File: config.mk
export PLATFORM = sky130hd
export DESIGN_NAME = term_writer
export DESIGN_NICKNAME = d
export VERILOG_FILES = /design/src/rtl/term_writer.sv
export SDC_FILE = /design/constraint.sdc
export NUM_CORES = 1
export LEC_CHECK = 0
export ABC_CLOCK_PERIOD_IN_PS = 3200
export BUFFER_PORTS_ARGS = -buffer_cell sky130_fd_sc_hd__buf_2
export CAP_MARGIN = 20
export CORE_MARGIN = 3
export CORE_UTILIZATION = 48
export CTS_CLUSTER_DIAMETER = 50
export CTS_CLUSTER_SIZE = 16
export DETAILED_ROUTE_END_ITERATION = 12
export GPL_TIMING_DRIVEN = 0
export PLACE_DENSITY = 0.82
export SLEW_MARGIN = 10
export SYNTH_ARGS = -nofsm -noshare
export SYNTH_HDL_FRONTEND = slang
export SYNTH_SLANG_ARGS = --single-unit
File: constraint.sdc
create_clock -name clk100 -period 3.2 [get_ports clk100]
set_clock_uncertainty 0.1 [all_clocks]
set_input_delay 0.48 -clock clk100 [delete_from_list [all_inputs] [get_ports clk100]]
set_output_delay 0.48 -clock clk100 [all_outputs]
set_load 0.03 [all_outputs]
File: src/rtl/term_writer.sv
// Character-stream terminal engine: decodes received bytes, tracks the cursor, writes glyphs
// and drives scroll/clear blits. Define TERM_WRITER_ESC_EN to enable the ESC 'c' full-screen clear.
module term_writer #(
    parameter int COLS   = 80,
    parameter int ROWS   = 25,
    parameter int ADDR_W = 11,
    parameter int TAB    = 8
) (
    input  logic              clk100,
    input  logic              rst_n,
    input  logic [7:0]        rx_data,
    input  logic              rx_valid,
    output logic              rx_ready,
    output logic              wr_en,
    output logic [ADDR_W-1:0] wr_addr,
    output logic [7:0]        wr_data,
    output logic              blit_en,
    output logic [ADDR_W-1:0] blit_start,
    output logic [ADDR_W-1:0] blit_end,
    output logic [7:0]        blit_offset,
    input  logic              blit_complete,
    output logic [5:0]        cur_row,
    output logic [6:0]        cur_col,
    output logic              busy
);

    localparam logic [ADDR_W-1:0] COLS_A     = ADDR_W'(COLS);
    localparam logic [ADDR_W-1:0] LAST_BASE  = ADDR_W'((ROWS - 1) * COLS);
    localparam logic [ADDR_W-1:0] SCREEN_END = ADDR_W'(ROWS * COLS);
    localparam logic [6:0]        LAST_COL   = 7'(COLS - 1);
    localparam logic [5:0]        LAST_ROW   = 6'(ROWS - 1);
    localparam logic [7:0]        TAB_MASK   = 8'(TAB - 1);
    localparam logic [7:0]        SCROLL_OFS = 8'(COLS);

    typedef enum logic [3:0] {
        IDLE, WRITE, SCROLL, SCROLL_WAIT, CLEAR, CLEAR_WAIT, ESC_SEEN, RIS, RIS_WAIT
    } state_t;

    state_t            state_q, state_d;
    logic [5:0]        row_q, row_d;
    logic [6:0]        col_q, col_d;
    logic [ADDR_W-1:0] wr_addr_q, wr_addr_d;
    logic [7:0]        wr_data_q, wr_data_d;
    logic [ADDR_W-1:0] blit_start_q, blit_start_d;
    logic [ADDR_W-1:0] blit_end_q, blit_end_d;
    logic [7:0]        blit_offset_q, blit_offset_d;
    logic              scroll_pend_q, scroll_pend_d;

    logic [ADDR_W-1:0] row_base;
    logic [7:0]        tab_col;

    assign row_base = ADDR_W'(row_q) * COLS_A;
    assign tab_col  = ({1'b0, col_q} | TAB_MASK) + 8'd1;

    always_comb begin
        state_d       = state_q;
        row_d         = row_q;
        col_d         = col_q;
        wr_addr_d     = wr_addr_q;
        wr_data_d     = wr_data_q;
        blit_start_d  = blit_start_q;
        blit_end_d    = blit_end_q;
        blit_offset_d = blit_offset_q;
        scroll_pend_d = scroll_pend_q;

        case (state_q)
            IDLE: begin
                if (rx_valid) begin
                    if (rx_data >= 8'h20 && rx_data <= 8'h7E) begin
                        wr_addr_d = row_base + ADDR_W'(col_q);
                        wr_data_d = rx_data;
                        state_d   = WRITE;
                        if (col_q == LAST_COL) begin
                            col_d = 7'd0;
                            // Wrapping off the bottom row defers the scroll until the glyph is written.
                            if (row_q == LAST_ROW) scroll_pend_d = 1'b1;
                            else                   row_d = row_q + 6'd1;
                        end else begin
                            col_d = col_q + 7'd1;
                        end
                    end else begin
                        case (rx_data)
                            8'h0A: begin
                                if (row_q == LAST_ROW) begin
                                    state_d       = SCROLL;
                                    blit_start_d  = '0;
                                    blit_end_d    = LAST_BASE;
                                    blit_offset_d = SCROLL_OFS;
                                end else begin
                                    row_d = row_q + 6'd1;
                                end
                            end
                            8'h0D: col_d = 7'd0;
                            8'h08: if (col_q != 7'd0) col_d = col_q - 7'd1;
                            8'h09: col_d = (tab_col >= {1'b0, LAST_COL}) ? LAST_COL : tab_col[6:0];
`ifdef TERM_WRITER_ESC_EN
                            8'h1B: state_d = ESC_SEEN;
`endif
                            default: ;
                        endcase
                    end
                end
            end
            WRITE: begin
                if (scroll_pend_q) begin
                    scroll_pend_d = 1'b0;
                    state_d       = SCROLL;
                    blit_start_d  = '0;
                    blit_end_d    = LAST_BASE;
                    blit_offset_d = SCROLL_OFS;
                end else begin
                    state_d = IDLE;
                end
            end
            SCROLL:      state_d = SCROLL_WAIT;
            SCROLL_WAIT: begin
                if (blit_complete) begin
                    state_d       = CLEAR;
                    blit_start_d  = LAST_BASE;
                    blit_end_d    = SCREEN_END;
                    blit_offset_d = 8'd0;
                end
            end
            CLEAR:       state_d = CLEAR_WAIT;
            CLEAR_WAIT:  if (blit_complete) state_d = IDLE;
`ifdef TERM_WRITER_ESC_EN
            ESC_SEEN: begin
                if (rx_valid) begin
                    if (rx_data == 8'h63) begin
                        state_d       = RIS;
                        blit_start_d  = '0;
                        blit_end_d    = SCREEN_END;
                        blit_offset_d = 8'd0;
                    end else begin
                        state_d = IDLE;
                    end
                end
            end
            RIS:         state_d = RIS_WAIT;
            RIS_WAIT: begin
                if (blit_complete) begin
                    state_d = IDLE;
                    row_d   = 6'd0;
                    col_d   = 7'd0;
                end
            end
`endif
            default:     state_d = IDLE;
        endcase
    end

    always_ff @(posedge clk100 or negedge rst_n) begin
        if (!rst_n) begin
            state_q       <= IDLE;
            row_q         <= '0;
            col_q         <= '0;
            wr_addr_q     <= '0;
            wr_data_q     <= '0;
            blit_start_q  <= '0;
            blit_end_q    <= '0;
            blit_offset_q <= '0;
            scroll_pend_q <= 1'b0;
        end else begin
            state_q       <= state_d;
            row_q         <= row_d;
            col_q         <= col_d;
            wr_addr_q     <= wr_addr_d;
            wr_data_q     <= wr_data_d;
            blit_start_q  <= blit_start_d;
            blit_end_q    <= blit_end_d;
            blit_offset_q <= blit_offset_d;
            scroll_pend_q <= scroll_pend_d;
        end
    end

`ifdef TERM_WRITER_ESC_EN
    assign rx_ready = (state_q == IDLE) || (state_q == ESC_SEEN);
    assign blit_en  = (state_q == SCROLL) || (state_q == CLEAR) || (state_q == RIS);
`else
    assign rx_ready = (state_q == IDLE);
    assign blit_en  = (state_q == SCROLL) || (state_q == CLEAR);
`endif
    assign busy        = (state_q != IDLE);
    assign wr_en       = (state_q == WRITE);
    assign wr_addr     = wr_addr_q;
    assign wr_data     = wr_data_q;
    assign blit_start  = blit_start_q;
    assign blit_end    = blit_end_q;
    assign blit_offset = blit_offset_q;
    assign cur_row     = row_q;
    assign cur_col     = col_q;

endmodule

After elaboration in Yosys (flattened, before gate mapping)
Index checks and enable logic that the tools add are counted.
- bits in registers: 67
- input port bits: 12
- output and inout port bits: 66
- word-level logic and storage cells: 100
- $add $sub $neg: 5
- multipliers: 1
- magnitude comparators: 3
- equality and inequality tests: 24
- mux-type cells: 43
- reduce and logical (&&, ||, !) cells: 15
- operators by type and width (kind ; number):
    11-bit 2-to-1 mux ; 12
    11-bit case mux with 3 select lines ; 2
    8-bit 2-to-1 mux ; 6
    8-bit by 4-bit equality test with 1-bit output, second input constant ; 4
    7-bit 2-to-1 mux ; 4
    4-bit 2-to-1 mux ; 6
    6-bit 2-to-1 mux ; 4
    4-bit case mux with 6 select lines ; 1
    8-bit case mux with 3 select lines ; 1
    7-bit case mux with 3 select lines ; 1
    2-bit by 1-bit != test with 1-bit output, second input constant ; 6
    11-bit by 7-bit adder with 11-bit output ; 1
    5-bit AND reduction ; 2
    7-bit by 1-bit adder with 8-bit output, second input constant ; 1
    4-bit by 2-bit equality test with 1-bit output, second input constant ; 2
    4-bit by 3-bit equality test with 1-bit output, second input constant ; 2
    8-bit by 6-bit >= comparator with 1-bit output, second input constant ; 1
    8-bit by 7-bit >= comparator with 1-bit output, second input constant ; 1
    8-bit by 7-bit less-or-equal comparator with 1-bit output, second input constant ; 1
    2-bit != test, second input constant ; 4
    4-bit AND reduction ; 2
    4-bit nonzero test ; 2
    7-bit by 1-bit adder with 7-bit output, second input constant ; 1
    7-bit equality test, second input constant ; 1
    18 further kinds ; 23

Depth between registers and ports, before layout
- word-level depth: 6
- depth in mapped cells: 9
- depth with buffers taken out: 8

Worst setup path after synthesis
No wires, ideal clock.
- path type: register to register
- from: register state_q[2]
- to: register col_q[3] (netlist: cur_col[3])
- setup time: 0.129 ns
- data arrival time: 2.527 ns
- required time: 2.971 ns
- setup slack: 0.444 ns
- cell stages (with the launch flop): 9
- path buffers: 2
- period minus slack after synthesis: 2.756 ns
- cell sequence: dfrtp_1 > clkbuf_1 > nor3_1 > nand2_1 > nor2_1 > a41oi_4 > buf_6 > o21ai_0 > o21ai_0
- word-level cells in the longest chain between the ends: 2
- RTL lines (item ; RTL line ; source):
    start, declared ; 39 ; state_t state_q, state_d;
    start signal, assigned ; 164 ; state_q <= state_d;
    4-bit zero test ; n/a ;
    net rx_ready ; 13 ; output logic rx_ready,
    4-bit AND reduction (no line) ; n/a ;
    end signal, assigned ; 166 ; col_q <= col_d;
    end, declared ; 41 ; logic [6:0] col_q, col_d;
The timed path passes the listed nets, and every way through them passes these cells.
A chain may end at the register's enable or synchronous reset.

Worst setup path in the final report
- from: register col_q[0] (netlist: cur_col[0])
- to: register col_q[3] (netlist: cur_col[3])
- word-level cells in the longest chain between the ends: 4
- elaborated cells between the ends (all ways): 10
- classes of those cells: add/sub (2); eq/ne (2); mux (4); reduce/logical (2)
- RTL lines (item ; RTL line ; source):
    7-bit by 1-bit subtractor with 7-bit output ; 94 ; 8'h08: if (col_q != 7'd0) col_d = col_q - 7'd1;
    7-bit 2-to-1 mux ; 94 ;
    7-bit case mux with 3 select lines ; 82 ; case (rx_data)
    7-bit 2-to-1 mux ; 69 ; if (rx_data >= 8'h20 && rx_data <= 8'h7E) begin
Several ways; a longest one is shown, not always the timed one. The select of a mux whose other input is x is not followed.

==> flow_summary.json <==
{
  "grt_overflow_total": 0,
  "core_sq_um": 5200,
  "final_hold_viol_count": 0,
  "r2r_end": "cur_col[3]$_DFFE_PN0P_",
  "wl_per_cell_um": 12.9,
  "reg2reg_setup_slack_ns": 0.39,
  "synth_seq_cells": 39,
  "cts_tree": "built",
  "postPlaceCellArea_sq_um": 3090,
  "die_h_um": 80.2,
  "rsz0062_at_grt": "false",
  "p_per_area_nw_per_um2": 774,
  "grtUsageTotal_pct": 18.8,
  "grt_pass1_wl_um": 9630,
  "syn-instance-count": 296,
  "start_util_pct": 50.8,
  "async_reset_ff_share_pct": 100,
  "placed_cells": 441,
  "yosysTopAreaCell": "dfrtp_1",
  "fin_util_pct": 61.6,
  "tightest_slew_ns": 0.857,
  "nets": 409,
  "dieArea_sq_um": 6440,
  "cts-resized-gates": 0,
  "antenna_cells": 0,
  "path_max_fanout": 10,
  "hp-class": "in2async",
  "synthDistinctLibCells": 56,
  "routed_via_density": 5.04,
  "regArea_sq_um": 976,
  "grt_max_degree": 40,
  "ys_top_cells_by_count": "nand2_1 (42), dfrtp_1 (39), buf_4 (27), o21ai_0 (23), ha_1 (17)",
  "clk_path_buf_depth": 2,
  "multi_input_area_sq_um": 1420,
  "finalWirelength_um": 5790,
  "path_clk_slew_ns": 0.08,
  "slew_viol_final": 0,
  "hpwl_um": 4620,
  "cp.required_ns": 3.30,
  "fill_cells": 456,
  "cts_setup_buffers": 0,
  "yosysWarnings": 0,
  "crit_arrival_ns": 2.90,
  "finalSetupTns_ns": 0,
  "cts.sinks": 39,
  "synth_top_area_share_pct": 36.9,
  "finalCritPeriodShare_pct": 87.7,
  "max_freq_mhz": 356,
  "clock-root-buffer": "clkbuf_8",
  "peakVddDrop_mv": 0.477,
  "antenna_left": 0,
  "synthesis.area_sq_um": 2650,
  "port_buffers": 58,
  "synth-main-ff-cell": "dfrtp_1",
  "synth_edf_count": 0,
  "grt_pass1_vias": 2050,
  "drtIter0Drc": 88,
  "setup_viol": 0,
  "drive_gt1_share_pct": 29.8,
  "final_cell_area_sq_um": 3200,
  "area_growth_syn_to_layout_pct": 21.1,
  "numCtsBuffers": 5,
  "ff2ff_path_depth": 9,
  "cts_max_level": 2,
  "timing.rr.start": "cur_col[0]$_DFFE_PN0P_",
  "yosysSeqAreaShare_pct": 36.9,
  "status": "completed",
  "io_pins": 78,
  "crit_type": "reg2reg",
  "drt-pass1-iter-count": 4,
  "vias": 2262,
  "worstSetupEndpointType": "flop",
  "syn_avg_cell_area_sq_um": 8.94,
  "antenna_found_initial": 0,
  "cts_hold_buf": 0,
  "relSlewSlack_pct": 42.8,
  "start_kind": "flop",
  "synth.most_common_cell": "nand2_1",
  "die_w_um": 80.2,
  "gp_congestion": 0.880,
  "insertion_delay_ns": 0.29,
  "p_leak_uw": 0.00164,
  "fin_cells": 449,
  "synthTopCellsByArea": "dfrtp_1 (37%), ha_1 (8.0%), buf_4 (7.7%), nand2_1 (6.0%), o21ai_0 (4.4%)",
  "maxCapViolations": 0,
  "period_minus_slack_ns": 2.81,
  "rows": 26,
  "whs_ns": 0.194,
  "drc": 0
}
## metal layers
metal,track usage (%),share of wire [%],vias up
li1,-,-,1141
met4,4.73,1.6,0
met3,4.26,6.3,10
met2,31.3,47,72
met1,24.6,45,1039
met5,0,0,-
## power breakdown
group,total [uW],internal [uW],leakage (uW),switching (uW)
clock network,425,252,0.0000612,172
registers,753,637,0.000494,116
logic,1300,436,0.00108,866
total,2480,1320,0.00164,1150
## state kept, by name (all words and copies together) (netlist names)
name           count
scroll_pend_q      1
cur_row            6
blit_start         1
blit_offset        1
cur_col            7
wr_addr           11
wr_data            8
blit_end           1
state_q            3
## worst max-delay path by stage
stage	start	to	slack, ns	cells past startpoint
2_1_floorplan	state_q[2]$_DFFE_PN0P_	cur_col[3]$_DFFE_PN0P_	0.44	8
3_3_place_gp	cur_col[0]$_DFFE_PN0P_	cur_col[3]$_DFFE_PN0P_	0.45	9
3_5_place_dp	cur_col[0]$_DFFE_PN0P_	cur_col[3]$_DFFE_PN0P_	0.42	9
4_1_cts	cur_col[0]$_DFFE_PN0P_	cur_col[3]$_DFFE_PN0P_	0.40	9
5_1_grt	state_q[2]$_DFFE_PN0P_	cur_col[3]$_DFFE_PN0P_	0.20	8
6_report	cur_col[0]$_DFFE_PN0P_	cur_col[3]$_DFFE_PN0P_	0.39	9
## cells by family (layout without fill, tap and decap cells)
| kind of cell | Yosys count | after routing | share of synthesized area (%) |
|---|---|---|---|
| fa+ha+maj | 19 | 19 | 9.56 |
| other cells | 1 | 18 | 0.142 |
| buf+inv | 52 | 118 | 11.8 |
| simple gates | 103 | 103 | 19.6 |
| flops | 39 | 39 | 36.9 |
| mux | 1 | 1 | 0.378 |
| xor+xnor | 16 | 16 | 5.30 |
| compound gates | 65 | 65 | 16.3 |
## layout by cell type, fill, tap and decap left out, types with 3 or more instances in the layout
| cell type | n |
|---|---|
| nand3_1 | 9 |
| dfrtp_1 | 39 |
| buf_2 | 59 |
| nand2_1 | 42 |
| nor2_1 | 15 |
| clkbuf_1 | 7 |
| inv_1 | 15 |
| ha_1 | 17 |
| buf_4 | 27 |
| nand2b_1 | 4 |
| nor3_1 | 3 |
| o22ai_1 | 3 |
| a21oi_1 | 15 |
| xnor2_1 | 11 |
| or2_2 | 3 |
| clkbuf_8 | 6 |
| conb_1 | 18 |
| a211oi_1 | 4 |
| xor2_1 | 5 |
| o21ai_0 | 23 |
| nor2b_1 | 3 |
| nand4_1 | 5 |
| and2_1 | 3 |
## worst max-delay path, stage by stage (launching register included)
cell and delay, ns:
dfrtp_1 0.43, inv_1 0.15, ha_1 0.22, or3b_4 0.40
or3_1 0.35, or3_4 0.36, a41oi_4 0.30, buf_6 0.19
o21ai_0 0.09, o21ai_0 0.12
## cell type report
class / instances / area share (%)
Inverter: 15 / 1.76
Sequential cell: 39 / 30.5
Clock buffer: 6 / 2.58
Timing Repair Buffer: 58 / 9.06
Multi-Input combinational cell: 222 / 44.3
Tap cell: 70 / 2.73
Clock inverter: 2 / 1.09
Buffer: 37 / 8.00
## stage by stage
stage / setup WS [ns] / power (uW)
CTS: 0.404 / 2500
global placement: 0.452 / 2030
floorplan: 0.444 / 1720
global route: 0.196 / 2660
detailed placement: 0.421 / 2070
finish: 0.393 / 2480
Note: power is estimated with default switching activity, not from simulation.
